$ cat src/rtl/core_ctrl_fsm_if.sv
// Control/datapath/memory handshake bundle for the RV32I multi-cycle sequencer.
// master = the sequencer, slave = decoder, datapath and memory ports.
interface core_ctrl_fsm_if;
    logic [6:0] opcode;
    logic [2:0] funct3;
    logic [4:0] rd;
    logic       br_taken;
    logic       imem_ack;
    logic       dmem_ack;

    logic       imem_req;
    logic       dmem_req;
    logic       dmem_we;
    logic       ir_we;
    logic       pc_we;
    logic [1:0] pc_sel;
    logic [2:0] imm_sel;
    logic [1:0] alu_a_sel;
    logic       alu_b_sel;
    logic [1:0] alu_op;
    logic       rf_we;
    logic [1:0] wb_sel;
    logic       retire;
    logic       trap;

    modport master (
        input  opcode, funct3, rd, br_taken, imem_ack, dmem_ack,
        output imem_req, dmem_req, dmem_we, ir_we, pc_we, pc_sel, imm_sel,
               alu_a_sel, alu_b_sel, alu_op, rf_we, wb_sel, retire, trap
    );

    modport slave (
        output opcode, funct3, rd, br_taken, imem_ack, dmem_ack,
        input  imem_req, dmem_req, dmem_we, ir_we, pc_we, pc_sel, imm_sel,
               alu_a_sel, alu_b_sel, alu_op, rf_we, wb_sel, retire, trap
    );
endinterface

$ cat src/rtl/core_ctrl_fsm.sv
// Multi-cycle RV32I control sequencer: FETCH/DECODE/EXEC/MEM/WB with a sticky
// illegal-opcode TRAP and a wrapping retired-instruction counter.
module core_ctrl_fsm #(
    parameter int RETIRE_W = 32
) (
    input  logic                clk,
    input  logic                rst,
    core_ctrl_fsm_if.master     bus,
    output logic [RETIRE_W-1:0] retire_cnt
);

    localparam logic [6:0] OPC_LUI    = 7'b0110111;
    localparam logic [6:0] OPC_AUIPC  = 7'b0010111;
    localparam logic [6:0] OPC_JAL    = 7'b1101111;
    localparam logic [6:0] OPC_JALR   = 7'b1100111;
    localparam logic [6:0] OPC_BRANCH = 7'b1100011;
    localparam logic [6:0] OPC_LOAD   = 7'b0000011;
    localparam logic [6:0] OPC_STORE  = 7'b0100011;
    localparam logic [6:0] OPC_OPIMM  = 7'b0010011;
    localparam logic [6:0] OPC_OP     = 7'b0110011;

    localparam logic [2:0] IMM_I = 3'd0;
    localparam logic [2:0] IMM_S = 3'd1;
    localparam logic [2:0] IMM_B = 3'd2;
    localparam logic [2:0] IMM_U = 3'd3;
    localparam logic [2:0] IMM_J = 3'd4;

    localparam logic [1:0] PC_PLUS4 = 2'd0;
    localparam logic [1:0] PC_IMM   = 2'd1;
    localparam logic [1:0] PC_RS1   = 2'd2;

    localparam logic [1:0] A_RS1  = 2'd0;
    localparam logic [1:0] A_PC   = 2'd1;
    localparam logic [1:0] A_ZERO = 2'd2;

    localparam logic [1:0] ALU_ADD  = 2'd0;
    localparam logic [1:0] ALU_FUNC = 2'd1;
    localparam logic [1:0] ALU_CMP  = 2'd2;

    localparam logic [1:0] WB_ALU = 2'd0;
    localparam logic [1:0] WB_MEM = 2'd1;
    localparam logic [1:0] WB_PC4 = 2'd2;

    typedef enum logic [2:0] {
        S_FETCH  = 3'd0,
        S_DECODE = 3'd1,
        S_EXEC   = 3'd2,
        S_MEM    = 3'd3,
        S_WB     = 3'd4,
        S_TRAP   = 3'd5
    } state_t;

    state_t              state_q, state_d;
    logic [RETIRE_W-1:0] retire_cnt_q, retire_cnt_d;

    logic is_lui, is_auipc, is_jal, is_jalr, is_branch;
    logic is_load, is_store, is_opimm, is_op, is_legal;

    logic       imem_req, dmem_req, dmem_we, ir_we, pc_we, rf_we, retire, trap;
    logic [1:0] pc_sel, alu_a_sel, alu_op, wb_sel;
    logic [2:0] imm_sel;
    logic       alu_b_sel;

    logic [2:0] imm_fmt;
    logic [1:0] exec_a_sel, exec_op;
    logic       exec_b_sel;

    // funct3 only matters to the datapath (load/store width, branch compare)
    logic unused_funct3;
    assign unused_funct3 = ^bus.funct3;

    always_comb begin
        is_lui    = (bus.opcode == OPC_LUI);
        is_auipc  = (bus.opcode == OPC_AUIPC);
        is_jal    = (bus.opcode == OPC_JAL);
        is_jalr   = (bus.opcode == OPC_JALR);
        is_branch = (bus.opcode == OPC_BRANCH);
        is_load   = (bus.opcode == OPC_LOAD);
        is_store  = (bus.opcode == OPC_STORE);
        is_opimm  = (bus.opcode == OPC_OPIMM);
        is_op     = (bus.opcode == OPC_OP);
        is_legal  = is_lui | is_auipc | is_jal | is_jalr | is_branch |
                    is_load | is_store | is_opimm | is_op;
    end

    always_comb begin
        imm_fmt = IMM_I;
        if (is_lui || is_auipc) imm_fmt = IMM_U;
        else if (is_jal)        imm_fmt = IMM_J;
        else if (is_branch)     imm_fmt = IMM_B;
        else if (is_store)      imm_fmt = IMM_S;
    end

    // ALU selects are held from EXEC through WB so address and result stay stable
    always_comb begin
        exec_a_sel = A_RS1;
        exec_b_sel = 1'b1;
        exec_op    = ALU_ADD;
        if (is_lui)                 exec_a_sel = A_ZERO;
        else if (is_auipc || is_jal) exec_a_sel = A_PC;
        if (is_op || is_branch)     exec_b_sel = 1'b0;
        if (is_op || is_opimm)      exec_op = ALU_FUNC;
        else if (is_branch)         exec_op = ALU_CMP;
    end

    always_comb begin
        state_d   = state_q;
        imem_req  = 1'b0;
        dmem_req  = 1'b0;
        dmem_we   = 1'b0;
        ir_we     = 1'b0;
        pc_we     = 1'b0;
        pc_sel    = PC_PLUS4;
        imm_sel   = IMM_I;
        alu_a_sel = A_RS1;
        alu_b_sel = 1'b0;
        alu_op    = ALU_ADD;
        rf_we     = 1'b0;
        wb_sel    = WB_ALU;
        retire    = 1'b0;
        trap      = 1'b0;

        case (state_q)
            S_FETCH: begin
                imem_req = 1'b1;
                if (bus.imem_ack) begin
                    ir_we   = 1'b1;
                    state_d = S_DECODE;
                end
            end
            S_DECODE: begin
                imm_sel = imm_fmt;
                state_d = is_legal ? S_EXEC : S_TRAP;
            end
            S_EXEC: begin
                imm_sel   = imm_fmt;
                alu_a_sel = exec_a_sel;
                alu_b_sel = exec_b_sel;
                alu_op    = exec_op;
                if (is_branch) begin
                    pc_we   = 1'b1;
                    pc_sel  = bus.br_taken ? PC_IMM : PC_PLUS4;
                    retire  = 1'b1;
                    state_d = S_FETCH;
                end else if (is_load || is_store) begin
                    state_d = S_MEM;
                end else begin
                    state_d = S_WB;
                end
            end
            S_MEM: begin
                imm_sel   = imm_fmt;
                alu_a_sel = exec_a_sel;
                alu_b_sel = exec_b_sel;
                alu_op    = exec_op;
                dmem_req  = 1'b1;
                dmem_we   = is_store;
                if (bus.dmem_ack) begin
                    if (is_store) begin
                        pc_we   = 1'b1;
                        retire  = 1'b1;
                        state_d = S_FETCH;
                    end else begin
                        state_d = S_WB;
                    end
                end
            end
            S_WB: begin
                imm_sel   = imm_fmt;
                alu_a_sel = exec_a_sel;
                alu_b_sel = exec_b_sel;
                alu_op    = exec_op;
                pc_we     = 1'b1;
                retire    = 1'b1;
                rf_we     = (bus.rd != 5'd0);
                if (is_load)                wb_sel = WB_MEM;
                else if (is_jal || is_jalr) wb_sel = WB_PC4;
                if (is_jal)                 pc_sel = PC_IMM;
                else if (is_jalr)           pc_sel = PC_RS1;
                state_d = S_FETCH;
            end
            S_TRAP: begin
                trap = 1'b1;
            end
            default: begin
                state_d = S_FETCH;
            end
        endcase

        // Reset aborts the current instruction immediately: no request, write or retire
        if (rst) begin
            imem_req = 1'b0;
            dmem_req = 1'b0;
            dmem_we  = 1'b0;
            ir_we    = 1'b0;
            pc_we    = 1'b0;
            rf_we    = 1'b0;
            retire   = 1'b0;
        end
    end

    always_comb begin
        retire_cnt_d = retire_cnt_q;
        if (retire) retire_cnt_d = retire_cnt_q + 1'b1;
    end

    always_ff @(posedge clk) begin
        if (rst) begin
            state_q      <= S_FETCH;
            retire_cnt_q <= '0;
        end else begin
            state_q      <= state_d;
            retire_cnt_q <= retire_cnt_d;
        end
    end

    assign bus.imem_req  = imem_req;
    assign bus.dmem_req  = dmem_req;
    assign bus.dmem_we   = dmem_we;
    assign bus.ir_we     = ir_we;
    assign bus.pc_we     = pc_we;
    assign bus.pc_sel    = pc_sel;
    assign bus.imm_sel   = imm_sel;
    assign bus.alu_a_sel = alu_a_sel;
    assign bus.alu_b_sel = alu_b_sel;
    assign bus.alu_op    = alu_op;
    assign bus.rf_we     = rf_we;
    assign bus.wb_sel    = wb_sel;
    assign bus.retire    = retire;
    assign bus.trap      = trap;
    assign retire_cnt    = retire_cnt_q;

endmodule
$ cat src/flat_wrapper.sv
// flat-port wrapper written by rule: the top's interface ports become plain ports
module core_ctrl_fsm_flat 
#(
    parameter int RETIRE_W = 32
)
  (clk, rst, retire_cnt, bus_opcode, bus_funct3, bus_rd, bus_br_taken, bus_imem_ack, bus_dmem_ack, bus_imem_req, bus_dmem_req, bus_dmem_we, bus_ir_we, bus_pc_we, bus_pc_sel, bus_imm_sel, bus_alu_a_sel, bus_alu_b_sel, bus_alu_op, bus_rf_we, bus_wb_sel, bus_retire, bus_trap);
  core_ctrl_fsm_if bus_i ();
  input  logic clk;
  input  logic rst;
  output logic [RETIRE_W-1:0] retire_cnt;
  input wire logic [$bits(bus_i.opcode)-1:0] bus_opcode;
  input wire logic [$bits(bus_i.funct3)-1:0] bus_funct3;
  input wire logic [$bits(bus_i.rd)-1:0] bus_rd;
  input wire logic [$bits(bus_i.br_taken)-1:0] bus_br_taken;
  input wire logic [$bits(bus_i.imem_ack)-1:0] bus_imem_ack;
  input wire logic [$bits(bus_i.dmem_ack)-1:0] bus_dmem_ack;
  output wire logic [$bits(bus_i.imem_req)-1:0] bus_imem_req;
  output wire logic [$bits(bus_i.dmem_req)-1:0] bus_dmem_req;
  output wire logic [$bits(bus_i.dmem_we)-1:0] bus_dmem_we;
  output wire logic [$bits(bus_i.ir_we)-1:0] bus_ir_we;
  output wire logic [$bits(bus_i.pc_we)-1:0] bus_pc_we;
  output wire logic [$bits(bus_i.pc_sel)-1:0] bus_pc_sel;
  output wire logic [$bits(bus_i.imm_sel)-1:0] bus_imm_sel;
  output wire logic [$bits(bus_i.alu_a_sel)-1:0] bus_alu_a_sel;
  output wire logic [$bits(bus_i.alu_b_sel)-1:0] bus_alu_b_sel;
  output wire logic [$bits(bus_i.alu_op)-1:0] bus_alu_op;
  output wire logic [$bits(bus_i.rf_we)-1:0] bus_rf_we;
  output wire logic [$bits(bus_i.wb_sel)-1:0] bus_wb_sel;
  output wire logic [$bits(bus_i.retire)-1:0] bus_retire;
  output wire logic [$bits(bus_i.trap)-1:0] bus_trap;
  assign bus_i.opcode = bus_opcode;
  assign bus_i.funct3 = bus_funct3;
  assign bus_i.rd = bus_rd;
  assign bus_i.br_taken = bus_br_taken;
  assign bus_i.imem_ack = bus_imem_ack;
  assign bus_i.dmem_ack = bus_dmem_ack;
  assign bus_imem_req = bus_i.imem_req;
  assign bus_dmem_req = bus_i.dmem_req;
  assign bus_dmem_we = bus_i.dmem_we;
  assign bus_ir_we = bus_i.ir_we;
  assign bus_pc_we = bus_i.pc_we;
  assign bus_pc_sel = bus_i.pc_sel;
  assign bus_imm_sel = bus_i.imm_sel;
  assign bus_alu_a_sel = bus_i.alu_a_sel;
  assign bus_alu_b_sel = bus_i.alu_b_sel;
  assign bus_alu_op = bus_i.alu_op;
  assign bus_rf_we = bus_i.rf_we;
  assign bus_wb_sel = bus_i.wb_sel;
  assign bus_retire = bus_i.retire;
  assign bus_trap = bus_i.trap;
  core_ctrl_fsm #(.RETIRE_W(RETIRE_W)) u_core (.clk(clk), .rst(rst), .bus(bus_i), .retire_cnt(retire_cnt));
endmodule
$ cat config.mk
export PLATFORM = sky130hd
export DESIGN_NAME = core_ctrl_fsm_flat
export DESIGN_NICKNAME = d
export VERILOG_FILES = /design/src/rtl/core_ctrl_fsm_if.sv /design/src/rtl/core_ctrl_fsm.sv /design/src/flat_wrapper.sv
export SDC_FILE = /design/constraint.sdc
export NUM_CORES = 1
export LEC_CHECK = 0
export CAP_MARGIN = 20
export CORE_MARGIN = 10
export CORE_UTILIZATION = 35
export CTS_BUF_LIST = sky130_fd_sc_hd__clkbuf_8
export DETAILED_ROUTE_END_ITERATION = 10
export GPL_ROUTABILITY_DRIVEN = 0
export PLACE_DENSITY_LB_ADDON = 0.15
export SETUP_SLACK_MARGIN = 0.15
export SLEW_MARGIN = 20
export SYNTH_ARGS = -nofsm -noshare
export SYNTH_HDL_FRONTEND = slang
export SYNTH_SLANG_ARGS = --single-unit
$ cat constraint.sdc
create_clock -name clk -period 3.4 [get_ports clk]
set_input_delay 0.85 -clock clk [delete_from_list [all_inputs] [get_ports clk]]
set_output_delay 0.85 -clock clk [all_outputs]
set_load 0.1 [all_outputs]
# Word-level counts from Yosys, hierarchy flattened
# Index checks and enable logic that the tools add are counted.
dict set report word_totals {
  register_bits 35
  output_inout_bits 52
  elab_cells 84
  inputBits 20
}
dict set report op_classes {
  n_reduce_logical 11
  eq_ne 16
  muxes 45
  add_sub_neg 1
  n_bitwise 9
}
# operator count
set ops {}
lappend ops {{32-bit by 1-bit adder with 32-bit output, second input constant} 1}
lappend ops {{3-bit 2-to-1 mux} 10}
lappend ops {{2-bit 2-to-1 mux} 11}
lappend ops {{7-bit by 6-bit == test with 1-bit output, second input constant} 3}
lappend ops {{7-bit == test, second input constant} 3}
lappend ops {{1-bit 2-to-1 mux} 21}
lappend ops {{3-bit case mux with 5 select lines} 1}
lappend ops {{7-bit by 5-bit == test with 1-bit output, second input constant} 2}
lappend ops {{1-bit bitwise OR} 8}
lappend ops {{7-bit by 2-bit == test with 1-bit output, second input constant} 1}
lappend ops {{3-bit by 2-bit == test with 1-bit output, second input constant} 2}
lappend ops {{3-bit == test, second input constant} 2}
lappend ops {{1-bit logical OR} 6}
lappend ops {{5-bit nonzero test} 1}
lappend ops {{2-bit != test, second input constant} 2}
lappend ops {{2-bit case mux with 2 select lines} 1}
lappend ops {{4-bit OR reduction} 1}
lappend ops {{3-bit by 1-bit == test with 1-bit output, second input constant} 1}
lappend ops {{3-bit logical NOT} 1}
lappend ops {{1-bit case mux with 3 select lines} 1}
lappend ops {{3-bit AND reduction} 1}
lappend ops {{3-bit OR reduction} 1}
lappend ops {{1-bit NOT} 1}

# Depth between registers and ports, before layout
# Gate-level depths: netlist (run 1).
dict set report logic_depth {
  word_depth 11
  depth_mapped 8
  depth_no_buf 6
}

# Worst setup path after synthesis (run 1)
# OpenSTA, ideal clock, no wires.
dict set report synth_timing {
  kind {input -> output}
  from {input port bus_opcode[4]}
  to {output port bus_pc_sel[1]}
  cell_stages 4
  slack_ns -3.154
  path_buffers 1
  arrival_time_ns 5.704
  required_ns 2.550
  path_cell_list {buf_6 -> nand2b_1 -> nor4_1 -> nor2b_1}
}
dict set report synth_via {
  elab_chain_cells 4
}
# item line
set synth_rtl {}
lappend synth_rtl {{from (decl)} flat_wrapper.sv:11} ;# input wire logic [$bits(bus_i.opcode)-1:0] bus_opcode;
lappend synth_rtl {{7-bit == test} core_ctrl_fsm.sv:76} ;# is_jalr = (bus.opcode == OPC_JALR);
lappend synth_rtl {{2-bit 2-to-1 mux} core_ctrl_fsm.sv:179} ;# else if (is_jalr) pc_sel = PC_RS1;
lappend synth_rtl {{2-bit 2-to-1 mux *} core_ctrl_fsm.sv:178} ;# if (is_jal) pc_sel = PC_IMM;
lappend synth_rtl {{2-bit case mux with 2 select lines *} core_ctrl_fsm.sv:123} ;# case (state_q)
lappend synth_rtl {{to (decl)} flat_wrapper.sv:22} ;# output wire logic [$bits(bus_i.pc_sel)-1:0] bus_pc_sel;
# Every way passes the cells marked *; elsewhere a longest branch is shown, timed or not.

# Worst setup path in the final report (run 1)
dict set report layout_timing {
  from {input port bus_opcode[1]}
  to {output port bus_retire}
}
dict set report layout_via {
  elab_chain_cells 5
}
# item line
set layout_rtl {}
lappend layout_rtl {{7-bit by 6-bit == test with 1-bit output} core_ctrl_fsm.sv:79} ;# is_store = (bus.opcode == OPC_STORE);
lappend layout_rtl {{1-bit 2-to-1 mux} core_ctrl_fsm.sv:159} ;# if (is_store) begin
lappend layout_rtl {{1-bit 2-to-1 mux} core_ctrl_fsm.sv:158} ;# if (bus.dmem_ack) begin
lappend layout_rtl {{1-bit case mux with 3 select lines *} core_ctrl_fsm.sv:123}
lappend layout_rtl {{1-bit 2-to-1 mux *} core_ctrl_fsm.sv:191} ;# if (rst) begin
lappend layout_rtl {{to (decl)} flat_wrapper.sv:29} ;# output wire logic [$bits(bus_i.retire)-1:0] bus_retire;
# Marked as above.

==> run_results.csv, run 1 <==
group,metric,value,unit
synthesis,synth_top_area_share,31.9,%
sta,setup_violations,0,
setup_path,crit_required,2.55,ns
place,port_buffers,68,
setup_path,path_class,"primary input to output pin",
die,io_pins,72,
synthesis,ys.flop_type,"dfxtp_1",
setup_path,cp-end-kind,"output pin",
die,core_area,5990,um2
clock_tree,cts_root_buf,"clkbuf_8",
synthesis,synthCells,282,
clock_tree,path_clk_slew,0.08,ns
clock_tree,clk_latency,0.29,ns
die,initial_core_util,36.7,%
global_routing,grt_max_degree,63,
clock_tree,postCtsHoldBufs,0,
setup_path,crit_fanout,3,
status,status,"finished clean",
die,die-area,9840,um2
finish,fin_cells,440,
sta,fin_crit,3.11,ns
drt,post-route-drc-count,0,
synthesis,netlist_area,2200,um2
power_and_ir_drop,combinationalPowerShare,27.2,%
global_routing,grt_overflow,0,
synthesis,yosysTopAreaCell,"dfxtp_1",
power_and_ir_drop,p_per_area,331,nW/um2
synthesis,synth_edf_count,0,
sta,slew_headroom,45.0,%
sta,final_min_period_over_clock_period,91.4,%
synthesis,ys_warn_count,0,
global_routing,grt_pass1_vias,2464,
place,dp_hpwl,5510,um
setup_path,critPathArrivalTime,2.26,ns
power_and_ir_drop,vdd.ir_drop.worst,0.000182,V
finish,area_delta_synth_final,56.0,%
setup_path,start_kind,"primary input",
drt,wire_per_inst,16.7,um
die,die_x,99.2,um
sta,report.final.hold_viol_count,0,
drt,ant_nets,0,
synthesis,syn_nets,303,
synthesis,ys_ff_latch,35,
place,place_inst,427,
hold_path,worstHoldPathType,"flop to flop",
synthesis,yosysUniqueCellTypes,43,
drt,wl_met2,3470,um
sta,timing.fmax,0.322,GHz
drt,wl_met1,3200,um
power_and_ir_drop,p_leak,1.25,nW
clock_tree,htree_levels,2,
clock_tree,clock-sinks,35,
drt,wirelength,7340,um
global_routing,grt_use_total,14.4,%
power_and_ir_drop,p_clk_share,34.7,%
power_and_ir_drop,pwr-share-seq,38.1,%
flow_run,maxCapViolCount,0,
drt,viasPerCell,5.66,
finish,layout.nets,385,
clock_tree,cts_tree,"built",
sta,clock_skew,0.00784,ns
power_and_ir_drop,p_sw,0.000370,W
synthesis,seq_area_frac_synth,31.9,%
drt,vias,2489,
drt,drtIter0Drc,117,
drt,routed-wl-met3,611,um
power_and_ir_drop,sw_frac_of_total,32.7,%
finish,n_antenna_cell,0,
drt,firstDrtPassIters,4,
finish,drive_gt1_share,30.4,%
die,rows,28,
clock_tree,clock_path_buffers,2,
clock_tree,numCtsBuffers,5,
drt,top_layer_used,"met4",
sta,worst_slew_pin_slew,0.825,ns
synthesis,synthArstFlopShare,0,%
die,fp.dieH,99.2,um
power_and_ir_drop,p_int,0.000763,W
global_routing,grt_pass1_wl,12100,um
global_routing,antenna_found_initial,0,
sta,rsz0062_at_grt,"no",
synthesis,avgSynthCellArea,7.79,um2
synthesis,synth_area_leaders,"dfxtp_1 (32%), a21oi_1 (8.0%), or4_1 (5.8%)",
sta,finalMaxSlewViolations,0,
sta,tns,0,ns
critical path, cell delays in order:
cell and delay, ns:
dlygate4sd2_1 0.24, and4bb_1 0.23, and3_4 0.19, a221oi_4 0.31, clkinvlp_4 0.22, buf_12 0.21
what timing repair did:
item / in CTS / in global routing
endpoints found under the setup margin: 8 / 3
pin swaps: 4 / 1
setup buffers: 3 / 2
gates resized for setup: 12 / 1
cell usage in the layout (no fill, tap or decap), types with 2 or more instances in the layout:
cell / count
nand4bb_4: 2
nor2_2: 2
nor4_1: 2
o31ai_1: 15
buf_12: 19
or3_1: 11
dlygate4sd2_1: 7
nor2_1: 9
and3_1: 8
nor4_4: 3
nor3_1: 6
dfxtp_1: 35
clkdlybuf4s50_1: 8
nor3_4: 2
inv_1: 8
nand2_1: 23
and2_1: 3
or4_1: 17
o21ai_0: 14
clkbuf_8: 6
nor2b_1: 2
o41ai_1: 3
and4_1: 3
xor2_1: 2
nor2b_2: 2
o21a_1: 2
o311ai_0: 3
nand4_1: 11
buf_4: 59
nand3_1: 17
a21oi_1: 33
registers in the layout (all words and copies together) (netlist names):
| name | count |
|---|---|
| u_core.state_q | 3 |
| u_core.retire_cnt | 32 |
power by group through the flow:
stage / clock (W) / combinational, W / sequential, W
2_1_floorplan: 0 / 0.000205 / 0.000447
3_3_place_gp: 0 / 0.000305 / 0.000440
3_5_place_dp: 0 / 0.000307 / 0.000441
4_1_cts: 0.000398 / 0.000308 / 0.000432
5_1_grt: 0.000416 / 0.000327 / 0.000433
6_report: 0.000393 / 0.000308 / 0.000432
worst paths after layout:
kind                                            start                     to  slack (ns)  depth (start not counted)
worst max register to register      u_core.state_q[2]  u_core.retire_cnt[23]        0.84                          6
worst max-delay path                    bus_opcode[1]             bus_retire        0.29                          6
worst min-delay path            u_core.retire_cnt[31]  u_core.retire_cnt[31]        0.49                          2
worst min register to register  u_core.retire_cnt[31]  u_core.retire_cnt[31]        0.49                          2
cell type report:
type,instances,area (um2)
Clock inverter,2,35.0
Clock buffer,6,82.6
Timing Repair Buffer,95,988
Tap cell,75,93.8
Fill cell,551,2560
Multi-Input combinational cell,218,1490
Inverter,9,37.5
Sequential cell,35,701
synth_stat cells, drive strengths merged (11+ instances only):
cell / count
nand2: 23
or3: 12
nand4: 11
buf: 12
dfxtp: 35
o21ai: 14
nor2: 12
o31ai: 15
a21oi: 35
nand3: 17
or4: 17
metrics by stage:
stage | cell area, um2 | hold WS [ns] | total power (W) | worst slack (ns) | utilization [%]
4_1_cts | 3410 | 0.498 | 0.00114 | 0.155 | 56.9
6_report | 3430 | 0.491 | 0.00113 | 0.292 | 57.2
3_5_place_dp | 3260 | 0.488 | 0.000748 | -0.00109 | 54.3
2_1_floorplan | 2370 | 0.713 | 0.000651 | -0.823 | -
3_3_place_gp | 3260 | 0.464 | 0.000745 | 0.0105 | 54.3
5_1_grt | 3430 | 0.526 | 0.00118 | 0.215 | 57.2
layer usage:
| layer | global-route usage [%] | vias up |
|---|---|---|
| met2 | 23.9 | 69 |
| met4 | 4.30 | 0 |
| met5 | 0 | - |
| met3 | 5.54 | 6 |
| li1 | - | 1241 |
| met1 | 16.8 | 1173 |
kinds of logic (layout without fill, tap and decap cells):
kind of cell             after synthesis  after routing  share of synthesized area (%)
AO/OA/AOI/OAI                         78             78                           22.3
XOR/XNOR                               2              2                          0.798
adder cells (fa/ha/maj)                2              2                           1.03
flip-flops                            35             35                           31.9
multiplexers                           1              1                          0.456
AND/OR/NAND/NOR                      135            135                           36.8
buffers and inverters                 29            112                           6.67
No activity file was read; power rests on OpenSTA's default activity.
==> inputs of run 2 (changes only) <==
--- a/config.mk
+++ b/config.mk
@@ -10,7 +10,6 @@
 export CORE_UTILIZATION = 35
 export CTS_BUF_LIST = sky130_fd_sc_hd__clkbuf_8
 export DETAILED_ROUTE_END_ITERATION = 10
-export GPL_ROUTABILITY_DRIVEN = 0
 export PLACE_DENSITY_LB_ADDON = 0.15
 export SETUP_SLACK_MARGIN = 0.15
 export SLEW_MARGIN = 20
==> results of run 2 <==
No change in the layout: final DEF, timing and power equal those of run 1.
==> inputs of run 3 (changes only) <==
--- a/config.mk
+++ b/config.mk
@@ -11,6 +11,7 @@
 export CTS_BUF_LIST = sky130_fd_sc_hd__clkbuf_8
 export DETAILED_ROUTE_END_ITERATION = 10
 export PLACE_DENSITY_LB_ADDON = 0.15
+export RECOVER_POWER = 50
 export SETUP_SLACK_MARGIN = 0.15
 export SLEW_MARGIN = 20
 export SYNTH_ARGS = -nofsm -noshare
==> run 3 against run 2 <==
Maximum frequency fell by 0.30%; design area fell by 4.1%; die area did not move; sequential cell count did not move; core utilization fell by 2.3 points; global-route usage did not move; sequential power barely moved.
==> run_results.csv, run 3 (synthesis results as in run 1) <==
group,metric,value,unit
status,status,"finished clean",
clock_tree,clk_latency,0.29,ns
clock_tree,cts_tree,"built",
setup_path,cp_top_family,"simple AND/OR/NAND/NOR gates",
setup_path,r2r_slack,0.44,ns
sta,report.final.hold_viol_count,0,
clock_tree,clock_path_buffers,2,
setup_path,cp_slowest_cell,"or3_1",
setup_path,rr_worst_depth,6,
clock_tree,cts_root_buf,"clkbuf_8",
drt,viasPerCell,5.67,
drt,wire_per_inst,16.6,um
die,die-area,9840,um2
die,initial_core_util,36.7,%
hold_path,worstHoldPathType,"flop to flop",
setup_path,cp-end-kind,"output pin",
finish,n_antenna_cell,0,
global_routing,grt_pass1_wl,12100,um
clock_tree,path_clk_slew,0.08,ns
global_routing,grt_overflow,0,
finish,mostFrequentLayoutCells,"clkbuf_1 (35), dfxtp_1 (35), a21oi_1 (33)",
power_and_ir_drop,finalPower,0.00113,W
finish,largest_reg_flops,32,
finish,drive_gt1_share,20.5,%
clock_tree,htree_levels,2,
finish,fillers,581,
clock_tree,clock-sinks,35,
setup_path,crit_fanout,5,
finish,layout.nets,385,
hold_path,min_from,"u_core.retire_cnt[31]",
setup_path,start_kind,"primary input",
die,rows,28,
sta,worst_slew_pin_slew,1.21,ns
place,post_dp_cell_area,3260,um2
sta,rsz0062_at_grt,"no",
setup_path,path_class,"primary input to output pin",
sta,tns,0,ns
setup_path,cp_cell_sequence,"dlygate4sd2_1 -> buf_4 -> nand4bb_4 -> or3_1 -> nor3_4 -> buf_12",
setup_path,critPathArrivalTime,2.27,ns
drt,vias,2496,
place,port_buffers,68,
place,gp_congestion,0.876,
die,core_area,5990,um2
drt,ant_nets,0,
setup_path,critPathCapture,"bus_wb_sel[0]",
finish,multi_input_area,1480,um2
finish,area_delta_synth_final,49.7,%
finish,register_area,701,um2
setup_path,cp.depth,6,
flow_run,maxCapViolCount,0,
die,io_pins,72,
sta,slew_headroom,19.7,%
sta,final_min_period_over_clock_period,91.7,%
setup_path,r2r-start,"u_core.state_q[2]",
sta,finalMaxSlewViolations,0,
sta,setup_violations,0,
clock_tree,numCtsBuffers,5,
power_and_ir_drop,vdd.ir_drop.worst,0.000180,V
power_and_ir_drop,p_per_area,344,nW/um2
power_and_ir_drop,p_leak,1.10,nW
drt,firstDrtPassIters,4,
sta,clock_skew,0.00741,ns
sta,timing.fmax,0.321,GHz
drt,post-route-drc-count,0,
setup_path,max_stage_delay,0.40,ns
sta,fin_hold_ws,0.492,ns
setup_path,crit_buf_inv,3,
finish,stdcell_area,3290,um2
place,dp_hpwl,5510,um
setup_path,crit_required,2.55,ns
die,die_x,99.2,um
drt,wirelength,7310,um
global_routing,grt_pass1_vias,2464,
drt,drtIter0Drc,93,
global_routing,antenna_found_initial,0,
global_routing,grt_max_degree,63,
die,fp.dieH,99.2,um
global_routing,grt_use_total,14.4,%
setup_path,crit_start,"bus_opcode[3]",
setup_path,worstReg2RegEnd,"u_core.retire_cnt[23]",
sta,fin_crit,3.12,ns
[run 3: cell types whose count changed in the layout (fill, tap and decap cells not counted), sizes merged]
cell	delta
clkbuf	+36
buf	-36
[run 3: how the worst min path moves through the flow]
stage                            end  cells after the start  slack, ns
2_1_floorplan      u_core.state_q[2]                      4       0.71
3_3_place_gp   u_core.retire_cnt[31]                      2       0.46
3_5_place_dp   u_core.retire_cnt[31]                      2       0.49
4_1_cts        u_core.retire_cnt[31]                      2       0.50
5_1_grt        u_core.retire_cnt[31]                      2       0.52
6_report       u_core.retire_cnt[31]                      2       0.49
[run 3: tightest hold or removal path: stages (launching register included)]
cell	delay (ns)
dfxtp_1	0.33
o31ai_1	0.07
a21oi_1	0.06
[run 3: repair_timing]
action                     in CTS  in global routing
pin swaps                       4                  1
buffers inserted                3                  2
hold buffers                    0                  0
setup endpoints to repair       8                  3
resized for setup              12                  1
hold endpoints to repair        0                  0
[run 3: layout make-up]
cell class / instances / share of cell area [%]
timing repair buffer: 95 / 26.0
clock inverter: 2 / 1.07
multi-input combinational: 218 / 45.1
clock buffer: 6 / 2.51
sequential: 35 / 21.3
tap: 75 / 2.85
inverter: 9 / 1.14
[run 3: where the power goes]
group / switching [W] / leakage (nW) / total, W / internal (W)
sequential: 0.0000145 / 0.282 / 0.000432 / 0.000417
combinational: 0.000199 / 0.759 / 0.000303 / 0.000104
clock: 0.000157 / 0.0612 / 0.000394 / 0.000237
[run 3: per-layer routing]
metal  global-route usage (%)  share of wire [%]  up-vias
met5                        0                  0        -
met4                     4.30                1.1        0
met3                     5.54                7.7       10
met2                     23.9                 47       62
met1                     16.8                 44     1178
li1                         -                  -     1246
[run 3: per-stage QoR]
step	worst slack, ns	utilization (%)	instances
6_report	0.283	54.9	440
5_1_grt	0.147	54.9	440
4_1_cts	0.155	56.9	438
3_5_place_dp	-0.00109	54.3	427
3_3_place_gp	0.0105	54.3	427
2_1_floorplan	-0.823	-	282
